===== src/rtl/bsg_wormhole_link_wrr_arbiter.sv =====
// bsg_wormhole_link_wrr_arbiter: weighted round-robin arbiter merging wormhole links onto one output
module bsg_wormhole_link_wrr_arbiter #(
    parameter int num_in_p       = 4,
    parameter int flit_width_p   = 32,
    parameter int len_width_p    = 4,
    parameter int len_offset_p   = 8,
    parameter int weight_width_p = 2
) (
    input  logic                               clk_i,
    input  logic                               reset_n_i,
    input  logic [num_in_p*weight_width_p-1:0] weights_i,
    input  logic [num_in_p-1:0]                in_v_i,
    input  logic [num_in_p*flit_width_p-1:0]   in_data_i,
    output logic [num_in_p-1:0]                in_ready_o,
    output logic                               out_v_o,
    output logic [flit_width_p-1:0]            out_data_o,
    input  logic                               out_ready_i,
    output logic [num_in_p-1:0]                grant_o,
    output logic                               busy_o
);
    localparam int SW = (num_in_p > 1) ? $clog2(num_in_p) : 1;
    localparam logic [SW-1:0] LAST = SW'(num_in_p - 1);

    typedef enum logic {IDLE, BODY} state_t;

    state_t                    r_state, w_next;
    logic [SW-1:0]             r_ptr, r_sel, w_last, w_off, w_srch, w_sel, w_sel_inc;
    logic [SW:0]               w_sum;
    logic [num_in_p-1:0]       w_rot;
    logic [weight_width_p-1:0] r_credit, w_weight, w_credit;
    logic [len_width_p-1:0]    r_len, w_hdr_len;
    logic                      w_hold, w_xfer;

    // the pointer always sits one past the previous winner, so the winner is recoverable from it
    assign w_last    = (r_ptr == '0) ? LAST : r_ptr - SW'(1);
    assign w_hold    = (r_credit != '0) && in_v_i[w_last];
    assign w_rot     = num_in_p'({in_v_i, in_v_i} >> r_ptr);
    assign w_sum     = {1'b0, r_ptr} + {1'b0, w_off};
    assign w_srch    = (w_sum >= (SW+1)'(num_in_p)) ? SW'(w_sum - (SW+1)'(num_in_p)) : SW'(w_sum);
    assign w_sel     = (r_state == BODY) ? r_sel : w_hold ? w_last : w_srch;
    assign w_sel_inc = (w_sel == LAST) ? '0 : w_sel + SW'(1);
    assign w_hdr_len = in_data_i[w_sel*flit_width_p + len_offset_p +: len_width_p];
    assign w_weight  = weights_i[w_sel*weight_width_p +: weight_width_p];
    // credit left after this packet: held winners spend one, fresh winners start from their weight
    assign w_credit  = w_hold ? r_credit - weight_width_p'(1)
                              : (w_weight == '0) ? '0 : w_weight - weight_width_p'(1);
    assign w_xfer    = out_v_o & out_ready_i;

    // offset of the first valid requester at or after the pointer
    always_comb begin
        w_off = '0;
        for (int i = num_in_p - 1; i >= 0; i--)
            if (w_rot[i]) w_off = SW'(i);
    end

    // state register
    always_ff @(posedge clk_i or negedge reset_n_i) begin
        if (!reset_n_i) r_state <= IDLE;
        else            r_state <= w_next;
    end

    // a header with body flits opens a packet; the last body flit closes it
    always_comb begin
        w_next = !w_xfer ? r_state
               : (r_state == IDLE) ? ((w_hdr_len != '0) ? BODY : IDLE)
               : ((r_len == len_width_p'(1)) ? IDLE : BODY);
    end

    // output mux: only the selected input sees downstream ready
    always_comb begin
        out_v_o    = in_v_i[w_sel];
        out_data_o = in_data_i[w_sel*flit_width_p +: flit_width_p];
        busy_o     = (r_state == BODY);
        in_ready_o = '0;
        grant_o    = '0;
        if (out_v_o || busy_o) begin
            in_ready_o[w_sel] = out_ready_i;
            grant_o[w_sel]    = 1'b1;
        end
    end

    // pointer, credit and winner settle on the header; body flits only count down
    always_ff @(posedge clk_i or negedge reset_n_i) begin
        if (!reset_n_i) begin
            r_ptr    <= '0;
            r_sel    <= '0;
            r_credit <= '0;
            r_len    <= '0;
        end else if (w_xfer && r_state == IDLE) begin
            r_ptr    <= w_sel_inc;
            r_sel    <= w_sel;
            r_credit <= w_credit;
            r_len    <= w_hdr_len;
        end else if (w_xfer) begin
            r_len    <= r_len - len_width_p'(1);
        end
    end
endmodule


===== config.mk =====
export PLATFORM = sky130hd
export DESIGN_NAME = bsg_wormhole_link_wrr_arbiter
export DESIGN_NICKNAME = d
export VERILOG_FILES = /design/src/rtl/bsg_wormhole_link_wrr_arbiter.sv
export SDC_FILE = /design/constraint.sdc
export NUM_CORES = 1
export LEC_CHECK = 0
export CAP_MARGIN = 40
export CORE_MARGIN = 2
export CORE_UTILIZATION = 36
export DETAILED_ROUTE_END_ITERATION = 6
export PLACE_DENSITY = 0.91
export SYNTH_ARGS = -nofsm -noshare
export SYNTH_HDL_FRONTEND = slang
export SYNTH_SLANG_ARGS = --single-unit

===== constraint.sdc =====
create_clock -name clk_i -period 6.5 [get_ports clk_i]
set_input_delay 0.65 -clock clk_i [delete_from_list [all_inputs] [get_ports clk_i]]
set_output_delay 0.65 -clock clk_i [all_outputs]
set_load 0.02 [all_outputs]

==> results by group <==
Placed design
  – Dpl ws: 1.10 ns
  – HPWL after DPL: 6810 microns
  – Final GP Congestion: 0.867
  – IO buf count: roughly 180

Clocking
  – Setup Fix Bufs, Post-CTS: 0
  – CTS Sinks: 11
  – Resized Gates After CTS: 0
  – Root buf cell: clkbuf_8
  – Clk slew on worst S/H paths: 0.05 ns
  – Worst skew pair latency: between 0.2 and 0.25 ns
  – CTS Buffer Depth: 2
  – CTS tree: done
  – H-Tree Depth: 1
  – Cts hold-fix bufs: 0
  – Total CTS buffers: 3

Yosys
  – Simple-gate area share of the yosys netlist: a little under a quarter
  – Largest family of logic cells by synthesized area: compound AO/OA/AOI/OAI gates
  – Avg Cell Area, Syn: 7.92 sq um
  – Netlist Area Pre-Place: between 0.002 and 0.0025 sq mm
  – Post-synthesis mux area share: 23.1%
  – Post-synthesis sequential area ratio: between 10 and 15%
  – Adder-Cell Fraction of Synth Area: about 5.0%
  – Synth cell types: 51
  – Syn Inst Count: between 200 and 300
  – Post-Syn Nets: around 440
  – Async S/R FF share, synth: 100%
  – Synth warn: 0
  – Synth Area in Compound Gates: roughly 27%
  – Post-Synth XOR/XNOR Area: less than 1%
  – Number of synthesized flops with an enable pin: 0
  – Dominant synthesized flop cell: dfrtp_1
  – Seq cells post-synth: 11

Power
  – Combinational share of power: about nine tenths
  – Int Power: approximately 1.2 mW
  – Switch Pwr: about 1.3 mW
  – Peak VDD IR: roughly 0.44 mV
  – Reg power frac: under 10%
  – Leakage power total: 1.68 nW
  – Clock power share: between 2 and 3%
  – PwrDens: roughly 600 mW/mm^2
  – Post-layout power: between 2 and 2.5 mW
  – Sw frac: approximately half

Cells and area
  – Ant diodes: 0
  – Most common cell after layout, fill and taps aside: clkdlybuf4s50_1
  – Layout net count: between 600 and 700
  – Share of cells above drive strength 1: under 10%
  – Most frequent cells in the layout: clkdlybuf4s50_1 (184), mux2i_1 (45), a21oi_1 (30)
  – Fill cell count: between 400 and 500
  – Final design utilization: 68.7%
  – Register area: 275 sq um
  – Layout area overhead: 82.5%
  – Multi-input logic area: roughly 0.0018 sq mm

Drt
  – Drt first pass iters: 4
  – Wl on met1: 3320 microns
  – Highest metal used: met4
  – DRC Markers: 0
  – WL final: 8310 microns
  – Vias post-DR: between 2000 and 3000
  – Met2 Routed Length: 4210 microns
  – Vias per cell: 5.28
  – Antenna-violating nets left: 0
  – Initial DRC count: 82
  – WL/cell: between 15 and 20 microns
  – Met3 WL: ~560 microns

Timing
  – Slew at the pin closest to its max-slew limit: 0.919 ns
  – Final period utilization: between 80 and 90%
  – Setup repair after global routing missed its margin: false
  – Minimum clock period: 5.38 ns
  – Fin Setup TNS: 0 ns
  – Fin. Hold Viols: 0
  – Setup Viol. Count Final: 0
  – Max Clk Rate: ~190 MHz
  – Final Slew Violations: 0
  – Worst setup margin: 1.12 ns
  – Slew headroom: 38.7%
  – Skew final: between 0.001 and 0.0015 ns

Floorplan
  – Initial core utilization: a little under two fifths
  – Die Y: 82.9 microns
  – Cell row count: 28
  – Die W: around 83 microns
  – Core area: between 0.005 and 0.006 sq mm
  – Die footprint: a little under 0.007 sq mm
  – Io pins: 185

Global route
  – Grt ovf: 0
  – First-pass GRT wire length: between 10000 and 15000 microns
  – Largest net degree at the start of global routing: 62
  – Initial antenna violation count: 0
  – Gr usage total: approximately 23%
  – Vias in the first global route: between 2000 and 3000

Setup path
  – Setup crit start kind: input port
  – Critical Path RT: ~6 ns
  – Worst Setup Path Type: input port to output port
  – CP most frequent cell: clkdlybuf4s50_1
  – CP max-delay cell: or3b_4
  – CP max stage delay: slightly below 0.8 ns
  – Crit path DAT: around 4.7 ns
  – Worst-path maximum fanout: a little over 60
  – Crit. End Element: output port
  – Worst path cell trace: clkdlybuf4s50_1 -> or4_1 -> nand3_1 -> ha_1 -> xnor2_1 -> nand2b_1 -> nor4_1 -> or3b_4 -> a21boi_4 -> or3_4 -> and3_1 -> clkdlybuf4s50_1

Hold path
  – Worst Hold Class: flip-flop to flip-flop

Flow run
  – Max_cap viols: 0

Run status
  – Status: completed
registers in the layout, indices dropped and copies added (netlist names):
name	flops
busy_o	1
r_len	4
r_ptr	2
r_sel	2
r_credit	2
critical path, delay by kind of cell:
kind                     cells  cell delay, ns
AND/OR/NAND/NOR              7            2.15
AO/OA/AOI/OAI                1            0.41
XOR/XNOR                     1            0.17
buffers and inverters        2            1.19
adder cells (fa/ha/maj)      1            0.15
stage by stage:
step                      hold WS [ns]  cells  instance area (sq um)
after floorplan                  0.354    283                   2240
after global placement           0.459    519                   4040
after detailed placement         0.469    519                   4040
after CTS                        0.479    523                   4090
after global routing             0.505    523                   4090
final                            0.477    523                   4090
path summary, 6_finish.rpt:
check	startpoint	end	slack, ns	depth (start not counted)
setup / recovery	in_v_i[0]	in_ready_o[0]	1.12	12
hold reg to reg	r_sel[1]$_DFFE_PN0P_	r_sel[1]$_DFFE_PN0P_	0.48	2
hold / removal	r_sel[1]$_DFFE_PN0P_	r_sel[1]$_DFFE_PN0P_	0.48	2
max in group asynchronous	reset_n_i	r_ptr[1]$_DFFE_PN0P_	5.42	1
setup reg to reg	r_ptr[0]$_DFFE_PN0P_	r_ptr[1]$_DFFE_PN0P_	2.62	11
min in group asynchronous	reset_n_i	r_len[2]$_DFFE_PN0P_	0.75	1
area by class of cell:
class,instances,area share (%)
clock buffers,4,1.10
multi-input cells,237,43.1
repair buffers,186,45.7
flip-flops and latches,11,6.73
inverters,10,1.04
well taps,75,2.29
metal layers:
layer	track usage [%]	vias to the layer above
met2	42.8	135
met3	4.08	17
met5	0	-
met1	25.9	1233
li1	-	1377
met4	8.05	0
synth_stat cells (2+ instances only):
| library cell | number | share of area, % |
|---|---|---|
| a211oi_1 | 28 | 9.4 |
| dfrtp_1 | 11 | 12 |
| nor3_1 | 4 | 0.89 |
| and3_1 | 4 | 1.1 |
| mux2i_1 | 45 | 20 |
| ha_1 | 9 | 5.0 |
| nand3_1 | 3 | 0.67 |
| o21ai_0 | 8 | 1.8 |
| mux2_2 | 6 | 3.0 |
| nor2b_1 | 25 | 7.0 |
| buf_4 | 3 | 1.0 |
| and2_1 | 4 | 1.1 |
| clkbuf_1 | 9 | 1.5 |
| or3_4 | 2 | 1.0 |
| buf_6 | 7 | 3.5 |
| o31ai_1 | 3 | 1.0 |
| nand2_1 | 12 | 2.0 |
| or2_2 | 2 | 0.56 |
| nand3b_1 | 2 | 0.67 |
| buf_2 | 5 | 1.1 |
| inv_1 | 9 | 1.5 |
| o2111ai_1 | 2 | 0.78 |
| and2b_1 | 4 | 1.3 |
| a21oi_1 | 30 | 6.7 |
| nand2b_1 | 4 | 1.1 |
| nor2_1 | 15 | 2.5 |
| o22ai_1 | 3 | 0.84 |
logic make-up after synthesis:
kind of cell / after synthesis
AOI/OAI and AO/OA: 87
buffers and inverters: 35
adders and majority gates: 9
muxes: 51
and+or+nand+nor: 88
DFF: 11
xor gates and xnor gates: 2
power by group through the flow:
| stage | clock network [mW] | registers [mW] | logic [mW] |
|---|---|---|---|
| final | 0.0675 | 0.149 | 2.21 |
| after global routing | 0.0745 | 0.154 | 2.39 |
| after CTS | 0.0702 | 0.148 | 2.22 |
| after detailed placement | 0 | 0.149 | 2.22 |
| after global placement | 0 | 0.146 | 2.17 |
| after floorplan | 0 | 0.124 | 1.49 |
Note: power is estimated with default switching activity, not from simulation.
